==> src/rtl/can_id_capture_filter.sv <==
// can_id_capture_filter: serial CAN identifier capture (base/ext ID, RTR/IDE)
// followed by code/mask acceptance filtering with lowest-index priority.
module can_id_capture_filter #(
  parameter int NUM_FILT = 4,
  parameter int EXT_EN   = 1,
  parameter int IDX_W    = (NUM_FILT > 1) ? $clog2(NUM_FILT) : 1
) (
  input  logic                  clk,
  input  logic                  reset_n,
  input  logic                  sp_en_i,
  input  logic                  rx_bit_i,
  input  logic                  sof_i,
  input  logic                  abort_i,
  input  logic [29*NUM_FILT-1:0] filt_code_i,
  input  logic [29*NUM_FILT-1:0] filt_mask_i,
  input  logic [NUM_FILT-1:0]   filt_ide_i,
  input  logic [NUM_FILT-1:0]   filt_en_i,
  output logic [28:0]           id_o,
  output logic                  ide_o,
  output logic                  rtr_o,
  output logic                  id_valid_o,
  output logic                  match_o,
  output logic [IDX_W-1:0]      match_idx_o,
  output logic                  busy_o,
  output logic                  frame_err_o
);
  typedef enum logic [2:0] {IDLE, BASE, SRR_RTR, IDE, EXT, RTR_X, FILT, DONE} state_t;
  state_t state, nxt;
  logic [4:0] cnt;
  logic [10:0] base_r;
  logic [17:0] ext_r;
  logic tmp_rtr, rtr_w, ide_w, restart, go;
  logic [28:0] id_w;
  logic [NUM_FILT-1:0] hit;
  logic [IDX_W-1:0] idx;
  // sof restarts capture anywhere except the two closing single-cycle states
  assign restart = sof_i & ~abort_i & (state != FILT) & (state != DONE);
  assign go = sp_en_i & ~abort_i & ~sof_i;
  assign id_w = {ide_w ? ext_r : 18'h0, base_r};
  always_ff @(posedge clk or negedge reset_n)
    if (!reset_n) state <= IDLE;
    else state <= nxt;
  always_comb begin
    nxt = state;
    if (abort_i) nxt = IDLE;
    else if (restart) nxt = BASE;
    else
      case (state)
        BASE:    nxt = (go && cnt == 5'd10) ? SRR_RTR : BASE;
        SRR_RTR: nxt = go ? IDE : SRR_RTR;
        IDE:     nxt = !go ? IDE : !rx_bit_i ? FILT : (EXT_EN != 0) ? EXT : IDLE;
        EXT:     nxt = (go && cnt == 5'd17) ? RTR_X : EXT;
        RTR_X:   nxt = go ? FILT : RTR_X;
        FILT:    nxt = DONE;
        default: nxt = IDLE;
      endcase
  end
  always_comb begin
    busy_o = state != IDLE;
    hit = '0;
    idx = '0;
    for (int k = 0; k < NUM_FILT; k++)
      hit[k] = filt_en_i[k] & (ide_w == filt_ide_i[k]) &
               ~|((id_w ^ filt_code_i[29*k +: 29]) & filt_mask_i[29*k +: 29]);
    for (int k = NUM_FILT - 1; k >= 0; k--)
      if (hit[k]) idx = IDX_W'(k);
  end
  always_ff @(posedge clk or negedge reset_n)
    if (!reset_n) begin
      cnt <= '0;
      base_r <= '0;
      ext_r <= '0;
      tmp_rtr <= 1'b0;
      rtr_w <= 1'b0;
      ide_w <= 1'b0;
      id_o <= '0;
      ide_o <= 1'b0;
      rtr_o <= 1'b0;
      match_o <= 1'b0;
      match_idx_o <= '0;
      id_valid_o <= 1'b0;
      frame_err_o <= 1'b0;
    end else begin
      id_valid_o <= (state == FILT) & ~abort_i;
      frame_err_o <= (state == IDE) & go & rx_bit_i & (EXT_EN == 0);
      if (restart) cnt <= '0;
      else if (go && (state == BASE || state == EXT))
        cnt <= (state == BASE && cnt == 5'd10) ? '0 : cnt + 5'd1;
      if (go && state == BASE) base_r <= {base_r[9:0], rx_bit_i};
      if (go && state == EXT) ext_r <= {ext_r[16:0], rx_bit_i};
      if (go && state == SRR_RTR) tmp_rtr <= rx_bit_i;
      if (go && state == IDE) begin
        ide_w <= rx_bit_i;
        if (!rx_bit_i) rtr_w <= tmp_rtr;
      end
      if (go && state == RTR_X) rtr_w <= rx_bit_i;
      // results land at the FILT->DONE edge so id_valid_o and the data appear together
      if (state == FILT && !abort_i) begin
        id_o <= id_w;
        ide_o <= ide_w;
        rtr_o <= rtr_w;
        match_o <= |hit;
        match_idx_o <= idx;
      end
    end
endmodule

==> config.mk <==
export PLATFORM = sky130hd
export DESIGN_NAME = can_id_capture_filter
export DESIGN_NICKNAME = d
export VERILOG_FILES = /design/src/rtl/can_id_capture_filter.sv
export SDC_FILE = /design/constraint.sdc
export NUM_CORES = 1
export LEC_CHECK = 0
export BUFFER_PORTS_ARGS = -buffer_cell sky130_fd_sc_hd__clkbuf_2
export CORE_ASPECT_RATIO = 2
export CORE_UTILIZATION = 40
export DETAILED_ROUTE_END_ITERATION = 7
export PLACE_DENSITY = 0.71
export SLEW_MARGIN = 30
export SYNTH_ARGS = -nofsm -noshare
export SYNTH_HDL_FRONTEND = slang
export SYNTH_SLANG_ARGS = --single-unit
==> constraint.sdc <==
create_clock -name clk -period 2.58 [get_ports clk]
set_input_delay 0 -clock clk [delete_from_list [all_inputs] [get_ports clk]]
set_output_delay 0 -clock clk [all_outputs]
set_load 0.01 [all_outputs]
### After elaboration in Yosys (flattened, before gate mapping)

Cells that the tools add are included.

* flip-flop bits (word level): 75
* bits of input ports: 246

* add/sub/neg operators: 1
* eq/ne operators: 15
* multiplexer cells: 20
* bitwise logic cells: 24
* reduce and logical (&&, ||, !) cells: 25

Operators by type and width (count)
* 29-bit bitwise AND: 4
* 29-bit OR reduction: 4
* 29-bit XOR: 4
* 18-bit 2-to-1 mux: 1
* 3-bit case mux with 6 select lines: 1
* 5-bit 2-to-1 mux: 3
* 1-bit bitwise AND: 14
* 2-bit 2-to-1 mux: 7
* 1-bit logical AND: 10
* 3-bit == test (second input constant): 3
* 3-bit 2-to-1 mux: 3
* 3-bit by 2-bit == test with 1-bit output (second input constant): 2
* 3-bit inequality test (second input constant): 2
* 5-bit by 1-bit adder with 5-bit output (second input constant): 1
* 5-bit by 4-bit == test with 1-bit output (second input constant): 1
* 5-bit == test (second input constant): 1
* 1-bit zero test: 5
* 1-bit 2-to-1 mux: 5
* 1-bit == test: 4
* 2-bit nonzero test: 2
* 4-bit OR reduction: 1
* 3-bit by 1-bit == test with 1-bit output (second input constant): 1
* 3-bit nonzero test: 1
* 2-bit by 1-bit inequality test with 1-bit output (second input constant): 1
* 3 further kinds: 4

### Logic depth before layout (Yosys ltp)

* depth after elaboration: 10
* mapped depth: 9

### Least setup slack after synthesis

Ideal clock, no wire load.

* path type: register to register
* from: reg ide_w
* to: reg match_idx_o[1]
* data arrival time: 1.982 ns
* data required time: 2.488 ns
* slack: 0.506 ns
* cell stages (with the launch flop): 10
* buffers on the path: 2
* path through: dfrtp_1 -> buf_6 -> buf_12 -> nand2_4 -> mux2i_1 -> a2111oi_1 -> nand4_1 -> or3_1 -> and2_1 -> o31ai_2

* word-level cells in the longest chain between the ends: 10

RTL lines
* start: declaration: RTL line 32 `logic tmp_rtr, rtr_w, ide_w, restart, go;`
* start signal: assignment: RTL line 93 `ide_w <= rx_bit_i;`
* 18-bit 2-to-1 mux: RTL line 39 `assign id_w = {ide_w ? ext_r : 18'h0, base_r};`
* 29-bit XOR: RTL line 64 `~|((id_w ^ filt_code_i[29*k +: 29]) & filt_mask_i[29*k +: 29]);`
* 29-bit bitwise AND: RTL line 64
* 29-bit OR reduction: RTL line 64
* 1-bit zero test: RTL line 64
* 1-bit bitwise AND: RTL line 63 `hit[k] = filt_en_i[k] & (ide_w == filt_ide_i[k]) &`
* 2-bit 2-to-1 mux (3 in series): RTL line 66 `if (hit[k]) idx = IDX_W'(k);`
* 2-bit 2-to-1 mux (*): RTL line 66
* end signal: assignment: RTL line 103 `match_idx_o <= idx;`
* end: declaration: RTL line 23 `output logic [IDX_W-1:0] match_idx_o,`

Every way passes the cells marked *; elsewhere a longest branch is shown, timed or not.
A chain may end at the register's enable or synchronous reset.

### Final worst setup path

Same ends and word-level chain as after synthesis.

==> flow_metrics.py <==
metrics = {
    "status": {
        "outcome": "finished clean",
    },
    "cells_and_area": {
        "seqCellArea_mm2": 0.001881,
        "diodes": 0,
        "fin_cells": 969,
        "multiInputGateArea_mm2": 0.003035,
        "final_nets": 1067,
        "final.fill_count": 1130,
        "drive_gt1_share_pct": 45.01,
        "synthToLayoutAreaGrowth_pct": 39.35,
    },
    "die": {
        "pin_count": 283,
        "die_area_mm2": 0.01311,
        "die_x_um": 81.47,
        "start_util_pct": 41.43,
        "coreArea_mm2": 0.01220,
        "rows": 57,
        "die_h_um": 160.9,
    },
    "cts": {
        "clk_latency_ps": 340,
        "cts_tree": "yes",
        "cts_buffers": 9,
        "htreeDepth": 3,
        "cts_root_buf": "clkbuf_16",
        "cts_buffer_depth": 2,
        "cts.clk_slew.worst_paths_ps": 60,
        "cts.sinks": 75,
    },
    "worst_setup_path": {
        "worstPathMaxFanout": 11,
        "worstSetupPathType": "reg -> reg",
        "critPathLaunchType": "flip-flop",
        "reg2reg_from": "ide_w",
        "regToRegEndpoint": "match_idx_o[1]",
        "rr_worst_depth": 9,
        "arrival_ps": 2690,
        "cp_data_required_time_ps": 2830,
        "end_kind": "flip-flop",
        "reg2reg_slack_ps": 140,
    },
    "synthesis": {
        "ys_seq_elements": 75,
        "async_flop_share_pct": 100.0,
        "synth_top_family_by_area": "XOR/XNOR gates",
        "ys_warn_count": 0,
        "netlist_top_cells_area": "dfrtp_1 (37%), xnor2_1 (11%), xor2_1 (7.8%)",
        "synth_adder_area_share_pct": 0.7429,
        "synth_top_area_share_pct": 37.15,
        "yosysTopAreaCell": "dfrtp_1",
        "synthCells": 531,
        "synth-simple-area-share_pct": 16.44,
        "synth_xor_area_share_pct": 18.90,
        "ys.flop_type": "dfrtp_1",
        "syn-cell-area_mm2": 0.005052,
        "syn-num-nets": 780,
        "synth-edff-count": 0,
        "seq_area_frac_synth_pct": 37.15,
        "yosysMostFrequentCell": "nand2_1",
        "synth_compound_area_share_pct": 14.46,
        "ys_types": 51,
        "synthMuxAreaShare_pct": 9.089,
        "synth_common_cells": "nand2_1 (90), dfrtp_1 (75), xnor2_1 (64), xor2_1 (45), a22oi_1 (44)",
        "synth.avg_cell_area_um2": 9.515,
    },
    "pwr": {
        "p_sw_share_pct": 26.26,
        "power.total_uw": 3156,
        "ir_worst_vdd_uv": 400.0,
        "powerDensity_mw_per_mm2": 448.3,
        "power_frac_comb_pct": 18.1,
        "p_int_uw": 2327,
        "seq_power_share_pct": 40.9,
        "p_leak_uw": 0.003901,
        "p_switching_uw": 829.0,
        "pwr-share-clk_pct": 40.9,
    },
    "route": {
        "drc": 0,
        "viasPerCell": 5.226,
        "vias": 5064,
        "ant_nets": 0,
        "dr.first_iter.drc_count": 226,
        "dr.pass1.iters": 5,
        "drt-total-wl_um": 18030,
        "wl_per_cell_um": 18.61,
    },
    "placement": {
        "port_buffers": 281,
        "place.gp.congestion": 0.9417,
        "dp_hpwl_um": 15190,
        "dp_cells": 948,
        "pre_cts_ws_ps": -27.18,
    },
    "min_path": {
        "min_path_type": "in -> reg",
        "worstHoldStart": "sof_i",
        "holdPathStages": 3,
        "hold_path_end": "state[2]",
    },
    "timing": {
        "skew_ps": 7.964,
        "slew_headroom_pct": 53.76,
        "clock.fmax_ghz": 0.4099,
        "fin_crit_sh_pct": 94.56,
        "tightest_slew_ps": 693.6,
        "holdWs_ps": 17.10,
        "rsz0062_at_grt": "false",
        "layout_min_cycle_time_ps": 2440,
        "slew_viol_final": 0,
        "hold_violations": 0,
        "final-setup-viol-count": 0,
        "fin_tns_setup_ps": 0,
        "worst_slack_ps": 140.5,
    },
    "global_routing": {
        "grt_overflow_total": 0,
        "grt_pass1_vias": 5308,
        "gr-usage-all-layers_pct": 28.03,
        "grt_max_degree": 76,
        "grt_pass1_wl_um": 26770,
        "antenna_found_initial": 0,
    },
    "job": {
        "drv_cap": 0,
    },
}
## sequential cells by signal, indices dropped and copies added, names as in the netlist
register / cells
tmp_rtr: 1
match_idx_o: 2
ide_w: 1
rtr_o: 1
ext_r: 18
match_o: 1
id_valid_o: 1
cnt: 5
state: 3
base_r: 11
id_o: 29
rtr_w: 1
ide_o: 1
## through the flow
step	util, %	instance area (um^2)
2_1_floorplan	-	5052
3_3_place_gp	54.64	6664
3_5_place_dp	54.64	6664
4_1_cts	57.33	6992
5_1_grt	57.73	7041
6_report	57.73	7041
## power groups by stage
stage               logic (uW)  registers (uW)  clock network [uW]
floorplan                  260            1280                   0
global placement           564            1310                   0
detailed placement         568            1310                   0
CTS                        576            1290                1310
global route               636            1300                1350
finish                     572            1290                1290
## cell usage in the layout (no fill, tap or decap), drive strengths merged, types with 11 or more instances in the layout
cell type  count
a22oi         44
buf           23
clkbuf       292
dfrtp         75
mux2          31
mux2i         11
nand2        105
nand2b        12
nand4         15
o21ai         29
xnor2         64
xor2          45
## layer usage
layer  track usage (%)  share of wire, %
met3             6.250               6.7
met4             12.34               4.0
met1             28.45                34
met5                 0                 0
met2             51.97                55
## worst max-delay path, stage by stage, from the launching register on
cell,delay [ps]
dfrtp_4,530
buf_4,190
nand2_2,60
buf_4,150
xnor2_1,120
a22oi_1,200
nand4_1,180
or4_1,590
and2_1,180
o31ai_2,160
## timing repair
action,CTS,global route
buffers inserted,0,4
resized for setup,1,2
hold endpoints to repair,77,0
setup endpoints to repair,1,3
hold buffers,2,0
## logic make-up after synthesis
| family | after synthesis |
|---|---|
| AOI/OAI and AO/OA | 103 |
| xor gates and xnor gates | 109 |
| adders and majority gates | 3 |
| buffers and inverters | 33 |
| DFF | 75 |
| muxes | 42 |
| other | 1 |
| and+or+nand+nor | 165 |
## area by class of cell
class | count | share of cell area, %
Multi-Input combinational cell | 423 | 43.11
Sequential cell | 75 | 26.71
Timing Repair Buffer | 305 | 23.05
Clock buffer | 12 | 3.643
Tap cell | 147 | 2.612
Clock inverter | 3 | 0.6575
Inverter | 4 | 0.2133
## worst max path at each step
| stage | cells past startpoint | end | startpoint | slack, ps |
|---|---|---|---|---|
| floorplan | 9 | match_idx_o[1] | ide_w | 510 |
| global placement | 8 | match_idx_o[1] | ide_w | 30 |
| detailed placement | 8 | match_idx_o[1] | ide_w | -30 |
| CTS | 9 | match_idx_o[1] | ide_w | 20 |
| global route | 9 | match_o | ide_w | 2 |
| finish | 9 | match_idx_o[1] | ide_w | 140 |
Power figures use the tool's default switching activity.
